[src/rtl/lutram_march_ctrl.sv]
// March C- self-test sequencer for a 2**ADDR_WIDTH x 1 distributed RAM with async read.
// Optional feature: define MARCH_STOP_ON_FAIL_EN to end the run at the first mismatch.
module lutram_march_ctrl #(
   parameter int unsigned ADDR_WIDTH = 6,
   parameter int unsigned ERR_WIDTH  = 8
) (
   input  logic                  clk_i,
   input  logic                  rst_i,
   input  logic                  start_i,
   input  logic                  ram_q_i,
   output logic [ADDR_WIDTH-1:0] ram_a_o,
   output logic                  ram_d_o,
   output logic                  ram_we_o,
   output logic                  busy_o,
   output logic                  done_o,
   output logic                  pass_o,
   output logic [ADDR_WIDTH-1:0] fail_addr_o,
   output logic [2:0]            fail_elem_o,
   output logic [ERR_WIDTH-1:0]  err_count_o
);

   typedef enum logic [1:0] {StIdle, StRun, StDone} state_t;

   localparam logic [ADDR_WIDTH-1:0] AddrMax = '1;

   state_t                r_state;
   logic [2:0]            r_elem;
   logic [ADDR_WIDTH-1:0] r_addr;
   logic                  r_we;
   logic                  r_d;
   logic                  r_busy;
   logic                  r_done;
   logic                  r_pass;
   logic [ADDR_WIDTH-1:0] r_fail_addr;
   logic [2:0]            r_fail_elem;
   logic [ERR_WIDTH-1:0]  r_err;

   logic                  w_exp;
   logic                  w_mismatch;
   logic [ERR_WIDTH-1:0]  w_err_next;
   logic                  w_down;
   logic                  w_last;
   logic [2:0]            w_next_elem;
   logic [ADDR_WIDTH-1:0] w_next_start;
   logic [ADDR_WIDTH-1:0] w_step_addr;
   logic                  w_finish;

   // Read expectations alternate 0,1,0,1,0 for E1..E5; writes alternate 0,1,0,1,0 for E0..E4.
   assign w_exp        = ~r_elem[0];
   assign w_mismatch   = (r_state == StRun) && !r_we && (ram_q_i != w_exp);
   assign w_err_next   = (w_mismatch && !(&r_err)) ? r_err + 1'b1 : r_err;
   assign w_down       = (r_elem == 3'd3) || (r_elem == 3'd4);
   assign w_last       = w_down ? (r_addr == '0) : (r_addr == AddrMax);
   assign w_next_elem  = r_elem + 3'd1;
   assign w_next_start = ((w_next_elem == 3'd3) || (w_next_elem == 3'd4)) ? AddrMax : '0;
   assign w_step_addr  = w_down ? r_addr - 1'b1 : r_addr + 1'b1;

`ifdef MARCH_STOP_ON_FAIL_EN
   assign w_finish = w_mismatch || ((r_elem == 3'd5) && !r_we && w_last);
`else
   assign w_finish = (r_elem == 3'd5) && !r_we && w_last;
`endif

   always_ff @(posedge clk_i or posedge rst_i) begin
      if (rst_i) begin
         r_state     <= StIdle;
         r_elem      <= '0;
         r_addr      <= '0;
         r_we        <= 1'b0;
         r_d         <= 1'b0;
         r_busy      <= 1'b0;
         r_done      <= 1'b0;
         r_pass      <= 1'b0;
         r_fail_addr <= '0;
         r_fail_elem <= '0;
         r_err       <= '0;
      end else begin
         unique case (r_state)
            StIdle, StDone: begin
               if (start_i) begin
                  r_state     <= StRun;
                  r_elem      <= '0;
                  r_addr      <= '0;
                  r_we        <= 1'b1;
                  r_d         <= 1'b0;
                  r_busy      <= 1'b1;
                  r_done      <= 1'b0;
                  r_pass      <= 1'b0;
                  r_fail_addr <= '0;
                  r_fail_elem <= '0;
                  r_err       <= '0;
               end
            end
            StRun: begin
               r_err <= w_err_next;
               if (w_mismatch && (r_err == '0)) begin
                  r_fail_addr <= r_addr;
                  r_fail_elem <= r_elem;
               end
               if (w_finish) begin
                  r_state <= StDone;
                  r_busy  <= 1'b0;
                  r_done  <= 1'b1;
                  r_pass  <= (w_err_next == '0);
                  r_we    <= 1'b0;
                  r_d     <= 1'b0;
                  r_addr  <= '0;
               end else if (r_elem == 3'd0) begin
                  // E0 is write-only; the write at N-1 hands over to E1's first read.
                  if (w_last) begin
                     r_elem <= 3'd1;
                     r_addr <= '0;
                     r_we   <= 1'b0;
                  end else begin
                     r_addr <= w_step_addr;
                  end
               end else if (!r_we) begin
                  if (r_elem == 3'd5) begin
                     r_addr <= w_step_addr;
                  end else begin
                     r_we <= 1'b1;
                     r_d  <= r_elem[0];
                  end
               end else begin
                  r_we <= 1'b0;
                  if (w_last) begin
                     r_elem <= w_next_elem;
                     r_addr <= w_next_start;
                  end else begin
                     r_addr <= w_step_addr;
                  end
               end
            end
            default: r_state <= StIdle;
         endcase
      end
   end

   assign ram_a_o     = r_addr;
   assign ram_d_o     = r_d;
   assign ram_we_o    = r_we;
   assign busy_o      = r_busy;
   assign done_o      = r_done;
   assign pass_o      = r_pass;
   assign fail_addr_o = r_fail_addr;
   assign fail_elem_o = r_fail_elem;
   assign err_count_o = r_err;

endmodule
[config.mk]
export PLATFORM = sky130hd
export DESIGN_NAME = lutram_march_ctrl
export DESIGN_NICKNAME = d
export VERILOG_FILES = /design/src/rtl/lutram_march_ctrl.sv
export SDC_FILE = /design/constraint.sdc
export NUM_CORES = 1
export LEC_CHECK = 0
export CAP_MARGIN = 20
export CORE_MARGIN = 2
export CORE_UTILIZATION = 56
export CTS_BUF_LIST = sky130_fd_sc_hd__clkbuf_4 sky130_fd_sc_hd__clkbuf_8 sky130_fd_sc_hd__clkbuf_16
export CTS_CLUSTER_DIAMETER = 30
export DETAILED_ROUTE_END_ITERATION = 10
export PLACE_DENSITY = 0.82
export SKIP_LAST_GASP = 1
export SYNTH_ARGS = -nofsm -noshare
export SYNTH_HDL_FRONTEND = slang
export SYNTH_SLANG_ARGS = --single-unit
[constraint.sdc]
create_clock -name clk_i -period 7.29 [get_ports clk_i]
set_clock_uncertainty 0.1 [all_clocks]
set_input_delay 0.729 -clock clk_i [delete_from_list [all_inputs] [get_ports clk_i]]
set_output_delay 0.729 -clock clk_i [all_outputs]
set_load 0.02 [all_outputs]
; Yosys cells after proc, flatten, opt, wreduce, memory -nomap -nowiden
; Index checks and enable logic that the tools add are counted.
; Widths: inputs -> output; s select.
[totals]
output_inout_bits = 28
inputBits = 4
reg_bits = 33
elab_cells = 109
[op_classes]
bitwise = 1
mux = 47
reduce_logical = 26
add_sub_neg = 4
eq_ne = 20
[op_table]
columns = cell, n
row1 = $mux 6, 10
row2 = $pmux 6 s2, 2
row3 = $mux 3, 7
row4 = $logic_not 8->1, 2
row5 = $mux 8, 2
row6 = $pmux 8 s2, 1
row7 = $mux 1, 15
row8 = $pmux 3 s2, 2
row9 = $reduce_and 3->1, 4
row10 = $pmux 1 s2, 5
row11 = $reduce_and 5->1, 2
row12 = $eq 3x3->1 const B, 3
row13 = $ne 3x3->1 const B, 3
row14 = $add 8x1->8 const B, 1
row15 = $ne 2x2->1 const B, 4
row16 = $reduce_and 8->1, 1
row17 = $add 6x1->6 const B, 1
row18 = $eq 3x2->1 const B, 2
row19 = $eq 6x6->1 const B, 1
row20 = $logic_and 1x1->1, 6
row21 = $logic_not 6->1, 1
row22 = $sub 6x1->6 const B, 1
row23 = $ne 5x3->1 const B, 1
row24 = $mux 2, 2
row25 = other kinds (16), 19

; Depth between registers and ports, before layout
; Gate-level depths: netlist (run 1).
[depth]
depth_word = 9
mapped_depth = 10
depth_no_buf = 10

; Worst setup path after synthesis (run 1)
; No wires, ideal clock.
[synth_timing]
path_type = reg2reg
start = reg r_elem[0]
end = reg r_addr[5] (netlist: ram_a_o[5])
arrival_ps = 2365
required_time_ps = 7104
setup_ps = 86
path_slack_ps = 4740
path_stages_with_launch = 10
synth_period_minus_slack_ps = 2550
path_cell_list = dfrtp_1 inv_1 ha_1 mux2_2 ha_1 a21o_1 a221oi_1 xnor2_1 o21ai_0 a32oi_1
[synth_between]
elab_chain_len = 9
[synth_rtl]
columns = item, line_no
row1 = start: declaration, 27  ; logic [2:0] r_elem;
row2 = start signal: assignment, 127  ; r_elem <= w_next_elem;
row3 = $add 3x1->3, 54  ; assign w_next_elem = r_elem + 3'd1;
row4 = $eq 3x2->1 / $eq 3x3->1 (equally long branches), 55  ; assign w_next_start = ((w_next_elem == 3'd3) || (w_next_elem == 3'd4)) ? AddrMax : '0;
row5 = $logic_or 1x1->1, 55
row6 = $mux 6, 55
row7 = $mux 6, 126  ; if (w_last) begin
row8 = $mux 6, 117  ; end else if (!r_we) begin
row9 = $mux 6, 108  ; end else if (r_elem == 3'd0) begin
row10 = $mux 6, 100  ; if (w_finish) begin
row11 = $pmux 6 s2, 78  ; unique case (r_state)
row12 = end signal: assignment, 115  ; r_addr <= w_step_addr;
row13 = end signal: assignment, 119  ; r_addr <= w_step_addr;
row14 = end signal: assignment, 128  ; r_addr <= w_next_start;
row15 = end: declaration, 28  ; logic [ADDR_WIDTH-1:0] r_addr;
; Parallel ways exist; a longest one is shown, timed or not. The select of a mux whose other input is x is not followed.
; A chain may end at the register's enable or synchronous reset.

; Worst setup path in the final report (run 1)
; Same ends and word-level chain as after synthesis.

==> results of run 1 <==
==> power groups by stage <==
stage	combinational (mW)	clock, mW	sequential [mW]
floorplan	0.315	0	0.361
global placement	0.515	0	0.325
detailed placement	0.523	0	0.328
CTS	0.526	0.140	0.325
global route	0.584	0.148	0.337
finish	0.529	0.139	0.327
==> metrics by stage <==
step                setup slack [ns]  hold WS, ns  cells  utilization, %  total power, mW
floorplan                       4.74        0.420    240               -            0.676
global placement                4.56        0.358    307            67.4            0.840
detailed placement              4.50        0.376    307            67.4            0.850
CTS                             4.50        0.392    315            69.8            0.991
global route                    4.28        0.443    316            70.0             1.07
finish                          4.51        0.386    316            70.0            0.995
==> layout make-up <==
| cell class | count | area share [%] |
|---|---|---|
| Tap cell | 48 | 2.33 |
| Clock inverter | 2 | 0.388 |
| Clock buffer | 6 | 2.96 |
| Timing Repair Buffer | 33 | 12.6 |
| Inverter | 20 | 2.91 |
| Sequential cell | 33 | 32.0 |
| Multi-Input combinational cell | 174 | 46.8 |
==> state kept, by name (all words and copies together), names as in the netlist <==
signal	cells
fail_addr_o	6
err_count_o	8
r_state	2
busy_o	1
fail_elem_o	3
pass_o	1
done_o	1
r_elem	3
ram_a_o	6
ram_d_o	1
ram_we_o	1
==> cells in the mapped netlist (2+ instances only) <==
library cell,count,area share (%)
sky130_fd_sc_hd__mux2_2,2,1.0
sky130_fd_sc_hd__buf_2,6,1.4
sky130_fd_sc_hd__mux2i_1,2,0.92
sky130_fd_sc_hd__nand3b_1,3,1.0
sky130_fd_sc_hd__or2_2,2,0.58
sky130_fd_sc_hd__nand2b_1,4,1.2
sky130_fd_sc_hd__a32oi_1,4,1.6
sky130_fd_sc_hd__xnor2_1,4,1.6
sky130_fd_sc_hd__and3_1,4,1.2
sky130_fd_sc_hd__nor2_1,8,1.4
sky130_fd_sc_hd__nor2b_1,4,1.2
sky130_fd_sc_hd__dfrtp_1,33,38
sky130_fd_sc_hd__a31o_2,2,0.81
sky130_fd_sc_hd__o21ai_0,25,5.8
sky130_fd_sc_hd__ha_1,10,5.8
sky130_fd_sc_hd__nor3_1,2,0.46
sky130_fd_sc_hd__a221o_1,2,0.92
sky130_fd_sc_hd__a21oi_1,4,0.92
sky130_fd_sc_hd__or3_1,2,0.58
sky130_fd_sc_hd__clkbuf_1,4,0.69
sky130_fd_sc_hd__nand2_1,20,3.5
sky130_fd_sc_hd__nand3_1,21,4.8
sky130_fd_sc_hd__a22o_1,3,1.2
sky130_fd_sc_hd__o211ai_1,6,2.1
sky130_fd_sc_hd__inv_1,20,3.5
sky130_fd_sc_hd__o31ai_1,4,1.4
sky130_fd_sc_hd__clkbuf_2,2,0.46
sky130_fd_sc_hd__and2_1,2,0.58
sky130_fd_sc_hd__nand4_1,5,1.4
sky130_fd_sc_hd__a221oi_1,2,0.81
sky130_fd_sc_hd__a21o_1,3,1.0
==> layout by cell type (no fill, tap or decap), types with 2 or more instances in the layout <==
cell and count:
sky130_fd_sc_hd__or2_2 2, sky130_fd_sc_hd__buf_4 2, sky130_fd_sc_hd__o211ai_1 6, sky130_fd_sc_hd__a31o_2 2, sky130_fd_sc_hd__or3_1 2, sky130_fd_sc_hd__clkbuf_8 5
sky130_fd_sc_hd__a22o_1 3, sky130_fd_sc_hd__a221o_1 2, sky130_fd_sc_hd__nand4_1 5, sky130_fd_sc_hd__mux2_2 2, sky130_fd_sc_hd__and3_1 4, sky130_fd_sc_hd__inv_1 20
sky130_fd_sc_hd__o31ai_1 4, sky130_fd_sc_hd__dfrtp_1 33, sky130_fd_sc_hd__nand2b_1 4, sky130_fd_sc_hd__mux2i_1 2, sky130_fd_sc_hd__clkinv_2 2, sky130_fd_sc_hd__nor2b_1 4
sky130_fd_sc_hd__o21ai_0 25, sky130_fd_sc_hd__a221oi_1 2, sky130_fd_sc_hd__nand3_1 21, sky130_fd_sc_hd__xnor2_1 4, sky130_fd_sc_hd__nand2_1 20, sky130_fd_sc_hd__a32oi_1 4
sky130_fd_sc_hd__clkdlybuf4s50_1 31, sky130_fd_sc_hd__and2_1 2, sky130_fd_sc_hd__a21oi_1 4, sky130_fd_sc_hd__nand3b_1 3, sky130_fd_sc_hd__nor2_1 8, sky130_fd_sc_hd__nor3_1 2
sky130_fd_sc_hd__ha_1 10, sky130_fd_sc_hd__a21o_1 3
==> worst min-delay path by stage <==
stage | start | endpoint | cells after the start
floorplan | r_elem[1] | fail_elem_o[1] | 2
global placement | done_o | done_o | 2
detailed placement | busy_o | busy_o | 2
CTS | busy_o | busy_o | 2
global route | done_o | done_o | 2
finish | busy_o | busy_o | 2
==> metal layers <==
layer | GRT usage, % | share of wire, % | wire length (µm) | vias to the layer above
met5 | 0 | 0 | 0 | -
met2 | 33.9 | 43 | 2080 | 60
met1 | 36.7 | 50 | 2410 | 877
met4 | 10.2 | 1.7 | 81 | 0
met3 | 6.13 | 5.8 | 283 | 9
li1 | - | - | - | 931
==> kinds of logic after synthesis <==
family,count (synthesis)
AO/OA/AOI/OAI,69
XOR/XNOR,6
adder cells (fa/ha/maj),11
buffers and inverters,33
flip-flops,33
multiplexers,4
AND/OR/NAND/NOR,84
==> worst reg2reg max path, delay by kind of cell (launching register included) <==
family	cells	cell delay (ns)
AO/OA/AOI/OAI	4	0.83
XOR/XNOR	1	0.18
adder cells (fa/ha/maj)	2	0.62
buffers and inverters	1	0.13
flip-flops	1	0.48
multiplexers	1	0.36
==> impl_summary.log, run 1 <==
[metrics] type of element capturing the critical path: register
[metrics] startpoint of the most critical setup path: r_elem[0]
[metrics] post-synthesis share of cell area spent on xor and xnor gates: 2.76%
[metrics] cts repair resizes: 0
[metrics] maximum VDD drop: 209 µV
[metrics] compound-gate portion of the synthesized area: 23.0%
[metrics] post-CTS setup buffers: 0
[metrics] mean number of vias per cell: 5.94
[metrics] total number of vias: 1877
[metrics] setup repair after global routing missed its margin: false
[metrics] num rows: 22
[metrics] drt initial violations: 109
[metrics] cells along the critical path: inv_1 > ha_1 > mux2_2 > ha_1 > a21o_1 > a221oi_1 > xnor2_1 > o21ai_0 > a32oi_1
[metrics] combinational power share: 53.2%
[metrics] wire per inst: ~15 µm
[metrics] final hold violation count: 0
[metrics] antenna cells: 0
[metrics] delay of the slowest cell on the worst path: 0.48 ns
[metrics] most frequent cell on the critical path: sky130_fd_sc_hd__ha_1
[metrics] wire length of the first global-routing pass: 8020 µm
[metrics] post-route ant nets: 0
[metrics] pin slew with the least headroom to its limit: 0.619 ns
[metrics] CP delay by family, top: compound AO/OA/AOI/OAI gates
[metrics] fraction of layout instances using a drive strength above 1: 8.96%
[metrics] termination of the worst setup path: ram_a_o[5]
[metrics] Synthesized Nets: 255
[metrics] area occupied by registers: 826 µm²
[metrics] CP Depth: 9
[metrics] worst min-delay path category: register to register
[metrics] register area share after synthesis: 38.0%
[metrics] combinational family with the most area after synthesis: compound AO/OA/AOI/OAI gates
[metrics] switching component of the power: 0.440 mW
[metrics] residual overflow from global routing: 0
[metrics] share of total power consumed by net switching: around 44%
[metrics] DR pass1 iterations: 4
[metrics] Yosys reg bits: 33
[metrics] horizontal extent of the die: about 66 µm
[metrics] gr usage total: 24.7%
[metrics] number of inserted filler cells in the final layout: 301
[metrics] slowest cell on the critical path: sky130_fd_sc_hd__dfrtp_1
[metrics] count of endpoints failing setup in the final report: 0
[metrics] Max Cap Violations: 0
[metrics] area occupied by multi-input gates: 1210 µm²
[metrics] proportion of power drawn by the clock network: 14.0%
[metrics] data arrival time at the worst-slack endpoint: 2.90 ns
[metrics] path type of the worst setup path: register to register
[metrics] post-place instance area: approximately 2500 µm²
[metrics] CP Launch Type: register
[metrics] layout overhead on the synthesized area: 18.8%
[metrics] GP Congestion: 0.947
[metrics] Worst-path clk slew: 0.07 ns
[metrics] f_max: 359 MHz
[metrics] proportion of power drawn by flip-flops and latches: 32.9%
[metrics] detailed placer's ending HPWL: 3410 µm
[metrics] num ports: 32
[metrics] Register-to-Register Path Depth: 9
[metrics] Nets: 282
[metrics] top fanout value on the critical path: 8
[metrics] Worst EP required: approximately 7.4 ns
[metrics] buffers from clock root to sink, at most: 2
[metrics] portion of the clock cycle consumed by the worst path in the final layout: between 30% and 40%
[metrics] leakage dissipation: 1.09 nW
[metrics] number of warnings reported in the yosys synthesis log: 0
[metrics] netlist area before placement: 2170 µm²
[metrics] design area: 2580 µm²
[metrics] simple-gate area share of the yosys netlist: 21.3%
[metrics] pwr dens: 386 nW/µm²
[metrics] worst slew margin relative to its limit: 58.6%
[metrics] adder-cell share of the synthesized area: 6.68%
[metrics] total clock buffers created by CTS: 5
[metrics] clock sink total: 33
[metrics] DRC violations left: 0
[metrics] area of the die: roughly 4400 µm²
[metrics] drt total wl: 4850 µm
[metrics] prevailing post-synth register cell: sky130_fd_sc_hd__dfrtp_1
[metrics] cell-internal power: 0.556 mW
[metrics] register-to-register path setup slack: between 4 and 5 ns
[metrics] core region area: 3690 µm²
[metrics] r2r startpoint: r_elem[0]
[metrics] multiplexer share of the synthesized area: 1.96%
[metrics] endpoint of the worst-slack reg-to-reg timing path: ram_a_o[5]
[metrics] number of enable-type register cells in the synthesized netlist: 0
[metrics] total count of max-transition violations in the final report: 0
[metrics] mean cell area of the mapped netlist: 9.05 µm²
[metrics] async set-or-reset flop fraction in the synthesized netlist: 100%
[metrics] H-tree lvl count: 2
[metrics] run status: finished, final reports clean
[metrics] hold bufs inserted after CTS: 0
[metrics] Setup TNS Final: 0 ns
[metrics] effective utilization at floorplan: 58.9%
[metrics] Vert. Die Dim: 66.3 µm
[metrics] TritonCTS clock tree: built
[metrics] clock insertion delay at the later pin of the skew report: around 0.30 ns
[metrics] via count of the first global-routing pass: 1664
[metrics] minimum period implied by the final worst setup slack: around 2.8 ns
[metrics] Buf/Inv on CP: 1
[metrics] synthesized netlist cell count: 240
[metrics] pin count of the biggest net entering global routing: 34
[metrics] number of antenna violations at the first check in global routing: 0
[metrics] library cell used as clock root buffer: sky130_fd_sc_hd__clkbuf_8
[metrics] count of unique library cells instantiated by Yosys: 56
[metrics] Port Buffers: 31
Note: power is estimated with default switching activity, not from simulation.
==> inputs of run 2 (changes only) <==
CORE_UTILIZATION = 54   (was 56)
PLACE_DENSITY = 0.79   (was 0.82)
clock period = 2.9 ns   (was 7.29 ns; I/O delays follow)
==> impl_summary.log, run 2 (synthesis results as in run 1) <==
[metrics] drt initial violations: 203 (+86%)
[metrics] clock insertion delay at the later pin of the skew report: 0.29 ns (about the same)
[metrics] cells along the critical path: inv_1 > ha_1 > mux2_2 > ha_1 > a21o_1 > a221oi_1 > xnor2_1 > o21ai_0 > a32oi_1
[metrics] pin count of the biggest net entering global routing: 22 (-35%)
[metrics] antenna cells: 0 (unchanged)
[metrics] hold bufs inserted after CTS: 0 (unchanged)
[metrics] commonest cells after routing, fill and taps aside: sky130_fd_sc_hd__dfrtp_1, sky130_fd_sc_hd__clkdlybuf4s50_1, sky130_fd_sc_hd__o21ai_0
[metrics] post-route ant nets: 0 (unchanged)
[metrics] horizontal extent of the die: 67.4 µm (+1.7%)
[metrics] wire per inst: 15.5 µm (+0.76%)
[metrics] GP Congestion: 0.874 (-7.8%)
[metrics] via count of the first global-routing pass: 1717 (+3.2%)
[metrics] type of element capturing the critical path: register
[metrics] Setup TNS Final: 0 ns (unchanged)
[metrics] Worst-path clk slew: 0.07 ns (about the same)
[metrics] register-to-register path setup slack: 0.17 ns (-4.34 ns)
[metrics] H-tree lvl count: 2 (unchanged)
[metrics] num rows: 23 (+4.5%)
[metrics] total number of vias: 1897 (+1.1%)
[metrics] pwr dens: 960 nW/µm² (+150%)
[metrics] most frequent cell on the critical path: sky130_fd_sc_hd__ha_1
[metrics] num ports: 32 (unchanged)
[metrics] data arrival time at the worst-slack endpoint: 2.84 ns (-0.06 ns)
[metrics] fraction of layout instances using a drive strength above 1: 10.0% (+1.0 points)
[metrics] endpoint of the worst-slack reg-to-reg timing path: ram_a_o[5]
[metrics] slowest cell on the critical path: sky130_fd_sc_hd__dfrtp_2
[metrics] Worst EP required: 3.01 ns (-4.40 ns)
[metrics] r2r startpoint: r_elem[0]
[metrics] Port Buffers: 31 (unchanged)
[metrics] leakage dissipation: 1.10 nW (+0.68%)
[metrics] maximum VDD drop: 411 µV (+97%)
[metrics] total placed cells including tap cells: 312 (+1.6%)
[metrics] detailed placer's ending HPWL: 3560 µm (+4.4%)
[metrics] startpoint of the most critical setup path: r_elem[0]
[metrics] DR pass1 iterations: 4 (unchanged)
[metrics] post-route insts no fill: 320 (+1.3%)
[metrics] total count of max-transition violations in the final report: 0 (unchanged)
[metrics] setup repair after global routing missed its margin: false
[metrics] worst slew margin relative to its limit: 46.6% (-12 points)
[metrics] DRC violations left: 0 (unchanged)
[metrics] post-CTS setup buffers: 0 (unchanged)
[metrics] top fanout value on the critical path: 8 (unchanged)
[metrics] TritonCTS clock tree: built
[metrics] run status: finished, final reports clean
[metrics] residual overflow from global routing: 0 (unchanged)
[metrics] minimum period implied by the final worst setup slack: 2.73 ns (-0.0498 ns)
[metrics] buffers from clock root to sink, at most: 2 (unchanged)
[metrics] count of endpoints failing setup in the final report: 0 (unchanged)
[metrics] clock sink total: 33 (unchanged)
[metrics] final hold violation count: 0 (unchanged)
[metrics] drt total wl: 4950 µm (+2.0%)
[metrics] wire length of the first global-routing pass: 8200 µm (+2.2%)
[metrics] Nets: 284 (+0.71%)
[metrics] mean number of vias per cell: 5.93 (-0.20%)
[metrics] effective utilization at floorplan: 55.1% (-3.8 points)
[metrics] pin slew with the least headroom to its limit: 0.801 ns (+0.182 ns)
[metrics] area of the die: 4550 µm² (+3.5%)
[metrics] number of antenna violations at the first check in global routing: 0 (unchanged)
[metrics] delay of the slowest cell on the worst path: 0.43 ns (-0.05 ns)
[metrics] most frequent standard cell in the layout excluding fill and tap cells: sky130_fd_sc_hd__dfrtp_1
[metrics] gr usage total: 24.3% (-0.41 points)
[metrics] f_max: 366 MHz (+1.8%)
[metrics] core region area: 3940 µm² (+6.9%)
[metrics] utilization after layout: 65.9% (-4.0 points)
[metrics] layout overhead on the synthesized area: 19.7%
[metrics] total clock buffers created by CTS: 5 (unchanged)
[metrics] Register-to-Register Path Depth: 9 (unchanged)
[metrics] number of flip-flops in the largest register: 8 (unchanged)
[metrics] path type of the worst setup path: register to register
[metrics] Vert. Die Dim: 67.4 µm (+1.7%)
[metrics] CP Launch Type: register
[metrics] library cell used as clock root buffer: sky130_fd_sc_hd__clkbuf_8
[metrics] worst min-delay path category: input port to async pin
[metrics] Max Cap Violations: 0 (unchanged)
[metrics] portion of the clock cycle consumed by the worst path in the final layout: 94.3% (+56 points)
[metrics] number of inserted filler cells in the final layout: 332 (+10%)
run 2: cell types whose count changed in the layout (fill, tap and decap cells not counted), sizes merged:
cell	before	now
buf	2	4
run 2: worst max-delay path, delay by kind of cell (launching register included):
kind                       cells  cell delay (ns)
DFF                            1             0.43
buffers and inverters          1             0.10
muxes                          1             0.36
adders and majority gates      2             0.61
AOI/OAI and AO/OA              4             0.86
xor gates and xnor gates       1             0.18
run 2: final cells by class:
class / count / area, µm² / share of cell area (%)
Multi-Input combinational cell: 174 / 1210 / 46.5
Sequential cell: 33 / 827 / 31.8
Timing Repair Buffer: 35 / 340 / 13.1
Clock buffer: 6 / 76.3 / 2.94
Inverter: 20 / 75.1 / 2.89
Tap cell: 50 / 62.6 / 2.41
Clock inverter: 2 / 10.0 / 0.385
run 2: how the worst max path moves through the flow:
stage / cells past startpoint / end / slack [ns]
finish: 9 / ram_a_o[5] / 0.17
global route: 10 / ram_a_o[4] / 0.03
CTS: 9 / ram_a_o[5] / 0.11
detailed placement: 9 / ram_a_o[5] / 0.13
global placement: 9 / ram_a_o[5] / 0.24
floorplan: 9 / ram_a_o[5] / 0.35
run 2: where the power goes:
group	switching [mW]	leakage [nW]	total, mW	internal, mW
Clock	0.173	0.0484	0.349	0.176
Combinational	0.712	0.633	1.32	0.613
Sequential	0.215	0.420	0.823	0.607
Total	1.10	1.10	2.50	1.40
run 2: what timing repair did:
action / CTS / global route
resized for setup: 0 / 1
endpoints found under the hold margin: 0 / 0
endpoints found under the setup margin: 0 / 2
run 2: metal layers:
metal	vias to the layer above	part of all wire, %	GRT usage (%)
met4	0	1.3	8.16
met1	893	48	34.7
met2	57	46	36.4
li1	942	-	-
met5	-	0	0
met3	5	4.6	5.17
run 2: per-stage QoR:
step	total power [mW]	cell area, µm²	worst slack, ns	hold slack, ns
CTS	2.50	2600	0.113	0.381
floorplan	1.70	2170	0.350	0.297
finish	2.50	2600	0.166	0.356
detailed placement	2.14	2510	0.128	0.364
global route	2.69	2600	0.0317	0.425
global placement	2.11	2510	0.240	0.358
==> inputs of run 3 (changes only) <==
CORE_ASPECT_RATIO = 1.25   (was unset)
TNS_END_PERCENT = 100   (was unset)
==> impl_summary.log, run 3 (synthesis results as in run 1) <==
[metrics] clock insertion delay at the later pin of the skew report: 0.29 ns (about the same)
[metrics] Worst EP required: 3.00 ns (about the same)
[metrics] post-route ant nets: 0 (unchanged)
[metrics] pin slew with the least headroom to its limit: 0.520 ns (-0.280 ns)
[metrics] f_max: 371 MHz (+1.3%)
[metrics] drt initial violations: 130 (-36%)
[metrics] minimum period implied by the final worst setup slack: 2.70 ns (-0.0363 ns)
[metrics] drt total wl: 4940 µm (-0.32%)
[metrics] area of the die: 4550 µm² (about the same)
[metrics] wire length of the first global-routing pass: 8310 µm (+1.3%)
[metrics] mean number of vias per cell: 6.02 (+1.5%)
[metrics] proportion of power drawn by flip-flops and latches: 32.9% (about the same)
[metrics] gr usage total: 24.0% (-0.25 points)
[metrics] count of endpoints failing setup in the final report: 0 (unchanged)
[metrics] DRC violations left: 0 (unchanged)
[metrics] path type of the worst setup path: register to register
[metrics] num rows: 25 (+8.7%)
[metrics] worst min-delay path category: input port to async pin
[metrics] maximum VDD drop: 451 µV (+9.7%)
[metrics] combinational power share: 53.5% (+0.4 points)
[metrics] core region area: 3820 µm² (-3.2%)
[metrics] Worst Setup Slack post-DPL: 0.105 ns (-0.0231 ns)
[metrics] number of inserted filler cells in the final layout: 317 (-4.5%)
[metrics] wire per inst: 15.1 µm (-2.2%)
[metrics] via count of the first global-routing pass: 1819 (+5.9%)
[metrics] TritonCTS clock tree: built
[metrics] DR pass1 iterations: 5 (+1)
[metrics] portion of the clock cycle consumed by the worst path in the final layout: 93.0% (-1.3 points)
[metrics] pwr dens: 954 nW/µm² (-0.59%)
[metrics] pin count of the biggest net entering global routing: 34 (+55%)
[metrics] register-to-register path setup slack: 0.20 ns (+0.04 ns)
[metrics] slowest cell on the critical path: sky130_fd_sc_hd__dfrtp_2
[metrics] utilization after layout: 68.8% (+2.9 points)
[metrics] fraction of layout instances using a drive strength above 1: 11.0% (+1.0 points)
[metrics] final hold violation count: 0 (unchanged)
[metrics] number of antenna violations at the first check in global routing: 0 (unchanged)
[metrics] buffers from clock root to sink, at most: 2 (unchanged)
[metrics] switching component of the power: 1.11 mW (+0.78%)
[metrics] GP Congestion: 0.916 (+4.9%)
[metrics] leakage dissipation: 1.11 nW (+0.82%)
[metrics] setup repair after global routing missed its margin: false
[metrics] horizontal extent of the die: 60.7 µm (-9.9%)
[metrics] CP Launch Type: register
[metrics] commonest cells after routing, fill and taps aside: sky130_fd_sc_hd__dfrtp_1, sky130_fd_sc_hd__clkdlybuf4s50_1, sky130_fd_sc_hd__o21ai_0
[metrics] library cell used as clock root buffer: sky130_fd_sc_hd__clkbuf_8
[metrics] total clock buffers created by CTS: 5 (unchanged)
[metrics] num ports: 32 (unchanged)
[metrics] Port Buffers: 31 (unchanged)
[metrics] residual overflow from global routing: 0 (unchanged)
[metrics] share of total power consumed by net switching: 44.3% (+0.16 points)
[metrics] worst slew margin relative to its limit: 65.3% (+19 points)
[metrics] most frequent cell on the critical path: sky130_fd_sc_hd__ha_1
[metrics] top fanout value on the critical path: 8 (unchanged)
[metrics] most frequent standard cell in the layout excluding fill and tap cells: sky130_fd_sc_hd__dfrtp_1
[metrics] total count of max-transition violations in the final report: 0 (unchanged)
[metrics] Setup TNS Final: 0 ns (unchanged)
[metrics] layout overhead on the synthesized area: 20.9%
[metrics] data arrival time at the worst-slack endpoint: 2.80 ns (-0.04 ns)
[metrics] min setup slack post-route: 0.202 ns (+0.0363 ns)
[metrics] clock sink total: 33 (unchanged)
[metrics] effective utilization at floorplan: 56.9% (+1.8 points)
[metrics] worst hold margin: 0.297 ns (-0.0590 ns)
[metrics] number of flip-flops in the largest register: 8 (unchanged)
[metrics] post-CTS setup buffers: 0 (unchanged)
[metrics] H-tree lvl count: 2 (unchanged)
[metrics] cell-internal power: 1.40 mW (+0.12%)
[metrics] cells along the critical path: inv_1 > ha_1 > mux2_2 > ha_1 > a21o_1 > a221oi_2 > xnor2_1 > o21ai_0 > a32oi_1
[metrics] total number of vias: 1961 (+3.4%)
[metrics] Max Cap Violations: 0 (unchanged)
[metrics] Nets: 286 (+0.70%)
[metrics] Worst-path clk slew: 0.08 ns (about the same)
[metrics] type of element capturing the critical path: register
[metrics] delay of the slowest cell on the worst path: 0.43 ns (about the same)
[metrics] Vert. Die Dim: 74.9 µm (+11%)
[metrics] antenna cells: 0 (unchanged)
[metrics] detailed placer's ending HPWL: 3570 µm (+0.38%)
[metrics] hold bufs inserted after CTS: 0 (unchanged)
[metrics] proportion of power drawn by the clock network: 13.6% (-0.4 points)
[metrics] run status: finished, final reports clean
## run 3: routing by layer
layer,vias up,share of wire [%],GRT usage (%)
li1,943,-,-
met1,942,43,29.9
met2,65,51,40.4
met3,11,4.7,3.44
met4,0,2.2,11.6
met5,-,0,0
## run 3: what timing repair did
| action | in CTS | in global routing |
|---|---|---|
| hold endpoints to repair | 0 | 0 |
| setup endpoints to repair | 0 | 2 |
| resized for setup | 0 | 2 |
## run 3: final timing paths
check,from,to,depth (start not counted)
max,r_elem[0],ram_a_o[5],9
min,rst_i,err_count_o[7],3
max reg2reg,r_elem[0],ram_a_o[5],9
min reg2reg,done_o,done_o,2
max in group asynchronous,rst_i,r_elem[0],3
min in group clk_i,done_o,done_o,2
## run 3: cell type report
class | count | area [µm²] | area share [%]
well taps | 54 | 67.6 | 2.57
clock buffers | 5 | 68.8 | 2.62
inverters | 20 | 75.1 | 2.86
repair buffers | 37 | 355 | 13.5
flip-flops and latches | 33 | 827 | 31.5
clock inverters | 3 | 17.5 | 0.667
multi-input cells | 174 | 1210 | 46.3
## run 3: power groups by stage
stage                     logic [mW]  clock network, mW  registers [mW]
after detailed placement        1.33                  0           0.829
after global placement          1.31                  0           0.823
after global routing            1.48              0.368           0.855
final                           1.34              0.341           0.825
after floorplan                0.792                  0           0.908
after CTS                       1.33              0.352           0.822
## run 3: worst max-delay path: cells and delay by family, from the launching register on
family	cells	cell delay (ns)
adder cells (fa/ha/maj)	2	0.61
flip-flops	1	0.43
AO/OA/AOI/OAI	4	0.85
XOR/XNOR	1	0.17
multiplexers	1	0.35
buffers and inverters	1	0.11
## run 3: per-stage QoR
stage / total power [mW] / std cells / area [µm²]
5_1_grt: 2.70 / 326 / 2630
2_1_floorplan: 1.70 / 240 / 2170
6_report: 2.51 / 326 / 2630
4_1_cts: 2.50 / 326 / 2620
3_5_place_dp: 2.15 / 318 / 2530
3_3_place_gp: 2.13 / 318 / 2530
==> patch 1, RTL diff (settings of run 2) <==
Re-encode `state_t` (3 states) as one-hot, 3 bits wide.
--- a/src/rtl/lutram_march_ctrl.sv
+++ b/src/rtl/lutram_march_ctrl.sv
@@ -21,3 +21,3 @@
 
-   typedef enum logic [1:0] {StIdle, StRun, StDone} state_t;
+   typedef enum logic [2:0] {StIdle = 3'b001, StRun = 3'b010, StDone = 3'b100} state_t;
 
Formal check against the unedited RTL: no difference found for any inputs over 10 cycles, from zero or initial values and one cycle with rst_i high; not proved beyond that.
==> patch 1 against run 2 <==
- wire length is 1.1% higher
- sequential cell count is 1 higher
- count of clock-buffer cells in the layout is 1 lower
- die area is 1.5% higher
- fmax is 1.8% higher
- hold slack worse by 0.19 ns
- via count is 1.9% higher
- setup slack better by 0.049 ns
- utilization is 0.69 points higher
- synthesized cell count stayed put
- final area is 1.8% higher
- sequential share of layout area is 0.39 points higher
- synthesized area is 1.6% higher
- critical endpoint is now pass_o
Power is not compared: it rests on default switching activity, and its combinational part moved more than twofold at a synthesized area within 25%.
==> patch 1: results (changes against run 2) <==
| Metric | Value |
|---|---|
| Run status | complete, no violations (unchanged) |
| Fraction of synthesized cell area taken by the top area cell type | 0.374 (was 0.380) |
| Global-route wire length before repair | 8180 um (was 8200 um) |
| Data arrival time of the critical path | 2.78 ns (was 2.84 ns) |
| Slew margin rel. | 0.613 (was 0.466) |
| Largest cells by area after synthesis | dfrtp_1 (37%), nand2_1 (6.6%), ha_1 (6.2%), o21ai_0 (4.3%), nand3_1 (2.5%) (was dfrtp_1 (38%), ha_1 (5.8%), o21ai_0 (5.8%), nand3_1 (4.8%), inv_1 (3.5%)) |
| Largest net degree at the start of global routing | 26 (was 22) |
| Placed Instances | 313 (was 312) |
| Antenna violations before repair | 0 (unchanged) |
| Detailed-route vias per instance | 6.02 (was 5.93) |
| Top cell types by occurrence after synthesis | nand2_1 (39), dfrtp_1 (33), o21ai_0 (19) (was dfrtp_1 (33), o21ai_0 (25), nand3_1 (21)) |
| Post-route total power | between 1.5 and 2 mW |
| Placed cell areas | 2530 um^2 (was 2510 um^2) |
| Violation count after the first detailed-routing iteration | 167 (was 203) |
| Routability congestion estimate | 0.844 (was 0.874) |
| Sequential-to-total area share from yosys stat | 0.386 (was 0.380) |
| Class of the tightest hold or removal check | input port to async pin (unchanged) |
| Nets | 286 (was 284) |
| Peak fanout along the critical path | 13 (was 8) |
| Vias in the first global route | 1,765 (was 1,717) |
| Dpl ws | 0.224 ns (was 0.128 ns) |
| Critical Path Max Stage Delay | 0.53 ns (was 0.43 ns) |
| Diode count | 0 (unchanged) |
| Maximum clock path buffer count | 2 (unchanged) |
| Part of the total power dissipated in the clock network | 0.290 |
| Post-detailed-route wirelength per cell | 15.6 um (was 15.5 um) |
| Total of buffers placed on input and output ports | 31 (unchanged) |
| Final standard cell count with taps included and fillers excluded | 321 (was 320) |
| Filler Cell Count | 325 (was 332) |
| Switching power summed over all nets | ~0.55 mW |
| Number of detailed-routing iterations run before antenna repair | 4 (unchanged) |
| Fraction of synthesis flops using an asynchronous set or reset pin | 1.00 (unchanged) |
| Number of distinct library cells after synthesis | 60 (was 56) |
| CTS H-tree depth | 2 (unchanged) |
| Detailed placer's ending HPWL | 3660 um (was 3560 um) |
| Largest delay contributor family on the critical path | simple AND/OR/NAND/NOR gates (was compound AO/OA/AOI/OAI gates) |
| Prevailing post-synth register cell | dfrtp_1 (unchanged) |
| CP max stage cell | or4_4 (was dfrtp_2) |
| Number of nets in the synthesized netlist | 256 (was 255) |
| Share of layout cells above drive strength 1 | 0.122 (was 0.100) |
| Total track usage | 0.238 (was 0.243) |
| Pleak | between 1 and 1.5 nW |
## patch 1: cells by family after synthesis
group | synth area share
AO/OA/AOI/OAI | 0.184
XOR/XNOR | 0.0199
adder cells (fa/ha/maj) | 0.0715
buffers and inverters | 0.0596
flip-flops | 0.386
multiplexers | 0.0301
AND/OR/NAND/NOR | 0.248
## patch 1: what timing repair did
action                     CTS  global route
resized for setup            0             1
hold endpoints to repair     0             0
setup endpoints to repair    0             1
## patch 1: worst register-to-register path, stage by stage, from the launching register on
cell and delay (ns):
dfrtp_1 0.48, inv_1 0.12, ha_1 0.25, mux2_4 0.35, nor3_1 0.33, nor2_2 0.10
or4_4 0.53, o41ai_2 0.33
## patch 1: layer usage
metal  track usage  part of all wire
met5             0                 0
met4        0.0850             0.017
met3        0.0428             0.049
met2         0.379              0.47
met1         0.325              0.46
## patch 1: cell type report
type                    instances  area, um^2  share of cell area
well taps                      50        62.6              0.0236
flip-flops and latches         34         852               0.322
inverters                      12        47.5              0.0180
clock inverters                 3        40.0              0.0151
multi-input cells             181        1230               0.464
clock buffers                   5        68.8              0.0260
repair buffers                 36         348               0.131
## patch 1: worst paths after layout
path | depth (start not counted) | startpoint | to | slack, ns
worst max-delay path | 7 | r_elem[0] | pass_o | 0.22
worst min register to register | 2 | busy_o | busy_o | 0.39
max in group asynchronous | 3 | rst_i | r_state[0] | 1.83
worst min-delay path | 2 | rst_i | fail_addr_o[1] | 0.16
min in group clk_i | 2 | busy_o | busy_o | 0.39
worst max register to register | 7 | r_elem[0] | pass_o | 0.22
==> patch 2, RTL diff (settings of run 2) <==
Made on the original files. Add a define of `MARCH_STOP_ON_FAIL_EN`.
--- a/src/rtl/lutram_march_ctrl.sv
+++ b/src/rtl/lutram_march_ctrl.sv
@@ -2,2 +2,4 @@
 // Optional feature: define MARCH_STOP_ON_FAIL_EN to end the run at the first mismatch.
+`define MARCH_STOP_ON_FAIL_EN
+
 module lutram_march_ctrl #(
Check against the original RTL: no difference found for any inputs over 10 cycles, from zero or initial values and one cycle with rst_i high; that may be too few to reach the edited logic, so the function may still have changed.
==> patch 2 against run 2 <==
- final area shrank 3.1%
- power grew 8.9%
- synthesized area shrank 5.9%
- wire length shrank 6.4%
- global-route usage shrank 0.44 points
- sequential share of layout area grew 0.98 points
- critical endpoint unchanged
- synthesized cell count shrank 2.9%
- setup slack gained 0.011 ns
- sequential cell count is the same
- largest cell class unchanged
- count of clock-buffer cells in the layout is the same
- clock power is essentially flat
==> patch 2: results (changes against run 2) <==
| Metric | Value |
|---|---|
| Top cell types by occurrence after synthesis | dfrtp_1 (33), nand2_1 (31), o21ai_0 (22) (was dfrtp_1 (33), o21ai_0 (25), nand3_1 (21)) |
| Number of detailed-routing iterations run before antenna repair | 4 (unchanged) |
| Largest cells by area after synthesis | dfrtp_1 (40%), ha_1 (6.1%), nand2_1 (5.7%), o21ai_0 (5.4%), a21oi_1 (3.2%) (was dfrtp_1 (38%), ha_1 (5.8%), o21ai_0 (5.8%), nand3_1 (4.8%), inv_1 (3.5%)) |
| Power drawn by the combinational cells | 1.61 mW (was 1.32 mW) |
| Beginning of the worst register-to-register path | r_elem[1] (was r_elem[0]) |
| Worst vdd ir | 0.000560 V (was 0.000411 V) |
| Worst r2r path cells | 10 (was 9) |
| Post-CTS Hold Buffers | 0 (unchanged) |
| CP max stage cell | dfrtp_1 (was dfrtp_2) |
| Number of distinct library cells after synthesis | 49 (was 56) |
| Total of buffers placed on input and output ports | 31 (unchanged) |
| Data arrival time of the critical path | 2.80 ns (was 2.84 ns) |
| Critical Path Max Stage Delay | 0.40 ns (was 0.43 ns) |
| Run status | complete, no violations (unchanged) |
| CP startpoint | r_elem[1] (was r_elem[0]) |
| Detailed-route vias per instance | 5.75 (was 5.93) |
| Pleak | 1.11 nW (was 1.10 nW) |
| Detailed placer's ending HPWL | 3370 um (was 3560 um) |
| Dpl ws | 0.218 ns (was 0.128 ns) |
| Nets | 283 (was 284) |
| Routability congestion estimate | 0.925 (was 0.874) |
| Sum of routed wire length over all layers | 4630 um (was 4950 um) |
| Placed cell areas | 2430 um^2 (was 2510 um^2) |
| Inserted Clock Buffers | 5 (unchanged) |
| Cell internal pwr | 1.48 mW (was 1.40 mW) |
| Violation count after the first detailed-routing iteration | 151 (was 203) |
| Share of layout cells above drive strength 1 | 0.0892 (was 0.100) |
| Peak fanout along the critical path | 7 (was 8) |
| Maximum clock path buffer count | 2 (unchanged) |
| Post-CTS resize count | 0 (unchanged) |
| Class of the tightest hold or removal check | input port to async pin (unchanged) |
| Number of nets in the synthesized netlist | 248 (was 255) |
| Transition time at the pin with the least slew margin | 0.778 ns (was 0.801 ns) |
| Final critical-path share of the clock period | 0.939 (was 0.943) |
| Sequential-to-total area share from yosys stat | 0.404 (was 0.380) |
| Vias in the first global route | 1,593 (was 1,717) |
| Global-route wire length before repair | 7760 um (was 8200 um) |
| Largest net degree at the start of global routing | 34 (was 22) |
| Library cell used as clock root buffer | clkbuf_8 (unchanged) |
| Total track usage | 0.238 (was 0.243) |
| Fraction of power consumed by sequential logic | 0.281 (was 0.330) |
[patch 2: cell count changes in the layout (fill, tap and decap cells not counted), moves of 4 or more]
cell | before | now
buf_4 | 4 | 9
nor2_1 | 8 | 13
nand2_1 | 20 | 31
inv_1 | 20 | 12
a32oi_1 | 4 | 0
a21oi_1 | 4 | 13
nand3_1 | 21 | 12
o211ai_1 | 6 | 1
a211oi_1 | 0 | 5
[patch 2: metal layers]
metal	global-route usage	part of all wire	up-vias
met4	0.0547	0.011	0
met1	0.356	0.49	860
met2	0.344	0.43	53
met3	0.0634	0.062	5
met5	0	0	-
li1	-	-	905
[patch 2: metrics by stage]
step / power (mW) / instances
floorplan: 1.82 / 233
global placement: 2.32 / 309
detailed placement: 2.36 / 309
CTS: 2.71 / 317
global route: 2.95 / 317
finish: 2.72 / 317
[patch 2: cells by family after synthesis]
family	after synthesis	synth area share
DFF	33	0.404
adders and majority gates	11	0.0710
and+or+nand+nor	83	0.197
muxes	5	0.0251
xor gates and xnor gates	7	0.0300
AOI/OAI and AO/OA	70	0.226
buffers and inverters	24	0.0465
[patch 2: worst min path at each step]
stage	slack (ns)	to	from	depth (start not counted)
after detailed placement	0.36	done_o	done_o	2
after CTS	0.31	ram_a_o[1]	rst_i	3
after floorplan	0.30	r_state[1]	start_i	1
after global placement	0.36	done_o	done_o	2
after global routing	0.35	fail_addr_o[3]	rst_i	3
final	0.29	ram_a_o[3]	rst_i	3
[patch 2: final cells by class]
cell class / instances / area [um^2]
well taps: 48 / 60.1
repair buffers: 40 / 378
multi-input cells: 176 / 1120
clock inverters: 2 / 10.0
inverters: 12 / 45.0
fillers: 302 / 1140
flip-flops and latches: 33 / 826
clock buffers: 6 / 76.3
